**src/rtl/sbldc_uart_pkg.sv**
```systemverilog
// Shared definitions for the SBLDC UART transmitter and receiver:
// frame states, baud-select codes and the default clocks-per-bit divisors.
package sbldc_uart_pkg;

  localparam int DIV_W = 16;

  typedef enum logic [1:0] {
    UART_IDLE  = 2'd0,
    UART_START = 2'd1,
    UART_DATA  = 2'd2,
    UART_STOP  = 2'd3
  } uart_state_e;

  localparam logic [2:0] BC_CODE0 = 3'b000;
  localparam logic [2:0] BC_CODE1 = 3'b001;
  localparam logic [2:0] BC_CODE2 = 3'b010;
  localparam logic [2:0] BC_CODE3 = 3'b011;
  localparam logic [2:0] BC_CODE4 = 3'b100;

  // Clocks per bit at 50 MHz; DIV0 is 115200 baud and the fallback rate.
  localparam int DEFAULT_DIV0 = 434;
  localparam int DEFAULT_DIV1 = 217;
  localparam int DEFAULT_DIV2 = 109;
  localparam int DEFAULT_DIV3 = 72;
  localparam int DEFAULT_DIV4 = 36;

endpackage

```
**src/rtl/sbldc_uart_baud_gen.sv**
```systemverilog
// Bit-period timer: selects a divisor from BC, latches it when a frame is
// loaded and pulses tick on the last clock of every bit period.
module sbldc_uart_baud_gen
  import sbldc_uart_pkg::*;
#(
  parameter int DIV0 = DEFAULT_DIV0,
  parameter int DIV1 = DEFAULT_DIV1,
  parameter int DIV2 = DEFAULT_DIV2,
  parameter int DIV3 = DEFAULT_DIV3,
  parameter int DIV4 = DEFAULT_DIV4
) (
  input  logic       clk,
  input  logic       reset,
  input  logic [2:0] BC,
  input  logic       load,
  input  logic       clear,
  output logic       tick
);

  logic [DIV_W-1:0] div_sel;
  logic [DIV_W-1:0] div_q;
  logic [DIV_W-1:0] cnt_q;

  always_comb begin
    div_sel = DIV_W'(DIV0);
    case (BC)
      BC_CODE1: div_sel = DIV_W'(DIV1);
      BC_CODE2: div_sel = DIV_W'(DIV2);
      BC_CODE3: div_sel = DIV_W'(DIV3);
      BC_CODE4: div_sel = DIV_W'(DIV4);
      default:  div_sel = DIV_W'(DIV0);
    endcase
  end

  assign tick = ~clear & (cnt_q == (div_q - DIV_W'(1)));

  // The counter restarts on every bit boundary so each level lasts div_q clocks.
  always_ff @(posedge clk or negedge reset) begin
    if (!reset) begin
      div_q <= DIV_W'(DIV0);
      cnt_q <= '0;
    end else begin
      if (load) begin
        div_q <= div_sel;
      end
      if (clear || load || tick) begin
        cnt_q <= '0;
      end else begin
        cnt_q <= cnt_q + DIV_W'(1);
      end
    end
  end

endmodule

```
**src/rtl/sbldc_uart_tx.sv**
```systemverilog
// UART transmitter for motor-controller command bytes: 8N1, LSB first,
// with a far-end abort (Mreset) that returns the line to idle at once.
module sbldc_uart_tx
  import sbldc_uart_pkg::*;
#(
  parameter int DIV0 = DEFAULT_DIV0,
  parameter int DIV1 = DEFAULT_DIV1,
  parameter int DIV2 = DEFAULT_DIV2,
  parameter int DIV3 = DEFAULT_DIV3,
  parameter int DIV4 = DEFAULT_DIV4
) (
  input  logic       clk,
  input  logic       reset,
  input  logic [2:0] BC,
  input  logic [7:0] DataIn,
  input  logic       DataValid,
  input  logic       Mreset,
  output logic       Ready,
  output logic       Busy,
  output logic       Tx_out
);

  localparam logic [1:0] IDLE  = UART_IDLE;
  localparam logic [1:0] START = UART_START;
  localparam logic [1:0] DATA  = UART_DATA;
  localparam logic [1:0] STOP  = UART_STOP;

  logic [1:0] state_q;
  logic [7:0] data_q;
  logic [2:0] bit_idx;
  logic       tx_q;
  logic       ready_en;
  logic       accept;
  logic       tick;
  logic       baud_clear;

  // ready_en keeps Ready low until the first clock edge after reset release.
  assign Ready      = (state_q == IDLE) & ~Mreset & ready_en;
  assign Busy       = (state_q != IDLE);
  assign Tx_out     = tx_q;
  assign accept     = DataValid & Ready;
  assign baud_clear = (state_q == IDLE) | Mreset;

  sbldc_uart_baud_gen #(
    .DIV0 (DIV0),
    .DIV1 (DIV1),
    .DIV2 (DIV2),
    .DIV3 (DIV3),
    .DIV4 (DIV4)
  ) u_baud_gen (
    .clk   (clk),
    .reset (reset),
    .BC    (BC),
    .load  (accept),
    .clear (baud_clear),
    .tick  (tick)
  );

  // Tx_out is registered: each level change is scheduled on the edge that
  // ends the previous bit, so the start bit appears right after acceptance.
  always_ff @(posedge clk or negedge reset) begin
    if (!reset) begin
      state_q  <= IDLE;
      data_q   <= 8'h00;
      bit_idx  <= 3'd0;
      tx_q     <= 1'b1;
      ready_en <= 1'b0;
    end else begin
      ready_en <= 1'b1;
      if (Mreset) begin
        state_q <= IDLE;
        bit_idx <= 3'd0;
        tx_q    <= 1'b1;
      end else begin
        case (state_q)
          IDLE: begin
            if (accept) begin
              state_q <= START;
              data_q  <= DataIn;
              bit_idx <= 3'd0;
              tx_q    <= 1'b0;
            end
          end
          START: begin
            if (tick) begin
              state_q <= DATA;
              bit_idx <= 3'd0;
              tx_q    <= data_q[0];
            end
          end
          DATA: begin
            if (tick) begin
              if (bit_idx == 3'd7) begin
                state_q <= STOP;
                bit_idx <= 3'd0;
                tx_q    <= 1'b1;
              end else begin
                bit_idx <= bit_idx + 3'd1;
                tx_q    <= data_q[bit_idx + 3'd1];
              end
            end
          end
          STOP: begin
            if (tick) begin
              state_q <= IDLE;
              tx_q    <= 1'b1;
            end
          end
          default: begin
            state_q <= IDLE;
            tx_q    <= 1'b1;
          end
        endcase
      end
    end
  end

endmodule

```
**config.mk**
```make
export PLATFORM = sky130hd
export DESIGN_NAME = sbldc_uart_tx
export DESIGN_NICKNAME = d
export VERILOG_FILES = /design/src/rtl/sbldc_uart_pkg.sv /design/src/rtl/sbldc_uart_baud_gen.sv /design/src/rtl/sbldc_uart_tx.sv
export SDC_FILE = /design/constraint.sdc
export NUM_CORES = 1
export LEC_CHECK = 0
export CORE_ASPECT_RATIO = 2
export CORE_MARGIN = 2
export CORE_UTILIZATION = 25
export CTS_BUF_LIST = sky130_fd_sc_hd__clkbuf_4
export CTS_CLUSTER_SIZE = 12
export DETAILED_ROUTE_END_ITERATION = 12
export SYNTH_ARGS = -nofsm -noshare
export SYNTH_HDL_FRONTEND = slang
export SYNTH_SLANG_ARGS = --single-unit
export TNS_END_PERCENT = 100
```
**constraint.sdc**
```tcl
create_clock -name clk -period 7.1 [get_ports clk]
set_input_delay 1.42 -clock clk [delete_from_list [all_inputs] [get_ports clk]]
set_output_delay 1.42 -clock clk [all_outputs]
set_load 0.02 [all_outputs]
```
# [Yosys cells after proc, flatten, opt, wreduce, memory -nomap -nowiden]
# Cells that the tools add are included.
[totals] word_cells=65 regBits=47 inputBits=15 out_inout_bits=3
[classes] magnitude_cmp=1 n_eq_ne=14 add_sub_neg=3 n_reduce_logical=9 n_bitwise=7 mux=24
[ops] op="$pmux 9 s4" count=1
[ops] op="$add 16x1->16 const B" count=1
[ops] op="$eq 16x16->1" count=1
[ops] op="$mux 16" count=1
[ops] op="$sub 16x1->16 const B" count=1
[ops] op="$mux 3" count=5
[ops] op="$mux 2" count=6
[ops] op="$ne 3x2->1 const B" count=4
[ops] op="$pmux 3 s3" count=1
[ops] op="$pmux 2 s4" count=1
[ops] op="$reduce_and 4->1" count=2
[ops] op="$mux 1" count=7
[ops] op="$eq 3x2->1 const B" count=2
[ops] op="$eq 3x3->1 const B" count=2
[ops] op="$reduce_and 5->1" count=1
[ops] op="$and 1x1->1" count=4
[ops] op="$eq 2x2->1 const B" count=2
[ops] op="$lt 3x4->1 const B" count=1
[ops] op="$pmux 1 s4" count=1
[ops] op="$reduce_bool 4->1" count=1
[ops] op="$add 3x1->3 const B" count=1
[ops] op="$bmux 1 s3" count=1
[ops] op="$eq 3x1->1 const B" count=1
[ops] op="$ne 3x3->1 const B" count=1
[ops] op="7 further kinds" count=9

# [Longest topological paths before layout]
[depth] ltp_word=7 mapped_depth=11 mapped_depth_nobuf=9

# [Cells and area by module]
# From an unflattened synthesis, not the netlist that was laid out.
[hier_totals] cells_unflattened=227 hier_area_um2=2214.6
[by_module_without_submodules] mod="sbldc_uart_baud_gen" cells_per_inst=146 area_each_um2=1351.3 instances=1 seq_area_each_um2=554.3
[by_module_without_submodules] mod="sbldc_uart_tx" cells_per_inst=81 area_each_um2=863.3 instances=1 seq_area_each_um2=376.6

# [Worst setup path before layout]
# No wires, ideal clock.
[synth_timing] kind="in2out" from="in Mreset" to="out Ready" arrival_time_ps=1943 required_ps=5680 cell_stages=2 path_slack_ps=3737 path_buffers=1 path_cell_list="clkbuf_1 -> nor2_1"
[synth_via] elab_chain_len=3
[synth_rtl] item="from (decl)" line_no="sbldc_uart_tx.sv:17" text="input logic Mreset,"
[synth_rtl] item="$not 1->1 (no source line)"
[synth_rtl] item="$and 1x1->1 (2 in series)" line_no="sbldc_uart_tx.sv:38" text="assign Ready = (state_q == IDLE) & ~Mreset & ready_en;"
[synth_rtl] item="to (decl)" line_no="sbldc_uart_tx.sv:18" text="output logic Ready,"
# No other way between the ends.

# [Final worst setup path]
# Ends and elaborated chain as after synthesis.

==> impl_results.md <==
* Final Wtd Congestion at 0.839
* Total Power at 784 µW
* Die H at 136 µm
* Fin crit period at 4350 ps
* Sequential Power Share at 40.9%
* Root Driver: clkbuf_4
* Switch share at 34.4%
* Post-synthesis sequential area ratio at 42.5%
* Layout fillers at 911
* Global-route wire length before repair at 7650 µm
* Arrival time at the worst endpoint at 2930 ps
* Layout area overhead at 16.1%
* Remaining DRCs at 0
* Total Wirelength at 4490 µm
* Main synth FF type: dfrtp_1
* Number of synthesized flops with an enable pin at 0
* Fmax at 230 MHz
* Placed cells at 327
* Rel. slew slack at 46.4%
* Antenna violations before repair at 1
* GRT Util Overall at 10.3%
* Synth Warn # at 0
* Cell family with most CP delay: buffers and inverters
* Area occupied by multi-input gates at 0.00118 mm²
* Post-cts resize count at 0
* Hold-fix buffers, CTS at 0
* Run status: completed
* Initial detailed-routing violation count at 40
* Crit path cell chain: clkdlybuf4s50_1, nor2_1, clkdlybuf4s50_1
* Endpoints failing hold at 0
* Worst Hold Class: reg -> reg
* Post-synthesis cell count at 220
* Layout cells sized above 1 at 14.5%
* Sum of buffers and inverters on the critical path at 2
* Routed Antenna Nets at 0
* Via density at 4.77
* Post-CTS Setup Inserts at 0
* CTS H-tree depth at 2
* Largest net degree at the start of global routing at 38
* Vias in the first global route at 1,625
* # clock sinks at 37
* Starting density of the core at 25.5%
* Top cell type's share of synthesized area at 37.7%
* Final setup fails at 0
* WP data required at 5680 ps
* Area leader, netlist: dfrtp_1
* Core Region at 0.00859 mm²
* Port buffer count at 17
* Unrepaired setup endpoints after global routing: false
* Crit path largest cell delay at 640 ps
* Total CTS buffers at 5
* Critical path's slowest cell: clkdlybuf4s50_1
* Drt pass-1 iters at 4
* Crit path capture type: output port
* Total Neg Setup Slack at 0 ps
* Cell Area, Synth at 0.00219 mm²
* Pwr Density at 308 mW/mm²
* Clock power frac at 24.1%
* CTS tree: done
* FF+latch area at 931 µm²
* Max clock buf depth at 2
* Final period utilization at 61.2%
* Hpwl dp at 3420 µm
* Ys async rst share at 100%
* IO Pins at 18
* Clk slew on worst S/H paths at 110 ps
* Vias at 1,604
* Synth area leaders: dfrtp_1 38%, mux2_2 6.2%, nor2_1 5.3%
* Max-slew violation count at 0
* Crit-path max FO at 11
* P_sw at 270 µW
* Die width at 70.2 µm
* Cell Rows at 48
* Worst-Margin Slew at 804 ps
* LEAKAGE at 1.03 nW
* Fin nets at 258
* Finished Cell Area at 0.00254 mm²
* Max VDD drop at 0.103 mV
* Finished Layout Cells at 336
* Mean post-synth cell area at 9.96 µm²
* Crit path launch type: primary input
* Flops & latches, synth at 37
* Count of cell types in the netlist at 47
* Syn nets at 244
* Worst clock skew at 12.5 ps
* Dpl cell area at 0.00243 mm²
* Int Power at 514 µW
* Combinational Power Share at 35.0%
* Area of the die at 0.00957 mm²
* Cell repeated most along the worst path: clkdlybuf4s50_1
* Remaining global-route overflow at 0
* WL/cell at 13.4 µm
* Worst-skew pair later-pin latency at 370 ps
* Max Cap Viol at 0
* Crit Path Category: in -> out
## worst paths after layout
path,start,to,slack (ps),depth (start not counted)
worst min register to register,data_q[2]$_DFFE_PN0P_,data_q[2]$_DFFE_PN0P_,520,1
max in group asynchronous,reset,data_q[3]$_DFFE_PN0P_,5460,1
worst min-delay path,data_q[2]$_DFFE_PN0P_,data_q[2]$_DFFE_PN0P_,520,1
min in group asynchronous,reset,u_baud_gen.cnt_q[5]$_DFF_PN0_,1120,1
worst max register to register,u_baud_gen.div_q[1]$_DFFE_PN1P_,u_baud_gen.cnt_q[6]$_DFF_PN0_,4130,9
worst max-delay path,Mreset,Ready,2750,3
## routing by layer
metal	GRT usage, %	part of all wire, %	up-vias
met5	0	0	-
met4	7.26	3.8	0
met3	1.78	1.6	12
met2	20.1	58	20
met1	9.36	36	778
li1	-	-	794
## synth_stat cells (all sizes together), types with 2 or more instances
cell type / n
nor3: 4
ha: 9
a311oi: 2
o31ai: 6
nand3: 13
mux2: 12
nor2: 31
o2111ai: 2
buf: 3
o21ai: 6
xnor2: 13
nand4b: 2
xor2: 10
dfstp: 4
mux4: 2
nand3b: 2
nand2: 17
or3: 2
nand2b: 3
and3: 4
clkbuf: 7
a211o: 3
a21oi: 4
dfrtp: 33
inv: 9
## cell families after synthesis
group	Yosys count	synth area share, %
AOI/OAI and AO/OA	30	10.7
xor gates and xnor gates	23	9.19
adders and majority gates	9	5.14
buffers and inverters	19	3.65
DFF	37	42.5
muxes	15	8.68
other	1	0.171
and+or+nand+nor	86	19.9
## final cells by class
cell class	instances	share of cell area (%)
antenna	1	0.0984
clock buffer	5	1.48
clock inverter	3	2.71
inverter	9	1.33
multi-input combinational	164	46.4
sequential	37	36.6
tap	100	4.92
timing repair buffer	17	6.49
## layout by cell type (no fill, tap or decap), types with 5 or more instances in the layout
master	count
o31ai_1	5
o21ai_0	6
xor2_1	10
clkbuf_4	5
clkdlybuf4s50_1	16
nand3_1	13
dfrtp_1	33
mux2_2	12
nand2_1	17
nor2_1	31
ha_1	9
xnor2_1	13
inv_1	9
## registers in the layout, summed over array words and instances, names as in the netlist
name	count
u_baud_gen.cnt_q	16
Tx_out	1
ready_en	1
state_q	2
u_baud_gen.div_q	6
data_q	8
bit_idx	3
## power by group through the flow
stage	Sequential [mW]	Clock [mW]	Combinational, mW
2_1_floorplan	0.296	0	0.234
4_1_cts	0.321	0.196	0.279
3_3_place_gp	0.324	0	0.274
3_5_place_dp	0.325	0	0.278
6_report	0.321	0.189	0.274
5_1_grt	0.330	0.202	0.308
## through the flow
stage | hold slack [ps] | util, % | setup slack [ps]
floorplan | 474 | - | 3740
global placement | 486 | 28.4 | 2790
detailed placement | 491 | 28.4 | 2750
CTS | 520 | 29.6 | 2740
global route | 543 | 29.6 | 2670
finish | 515 | 29.6 | 2750
No activity file was read; power rests on OpenSTA's default activity.
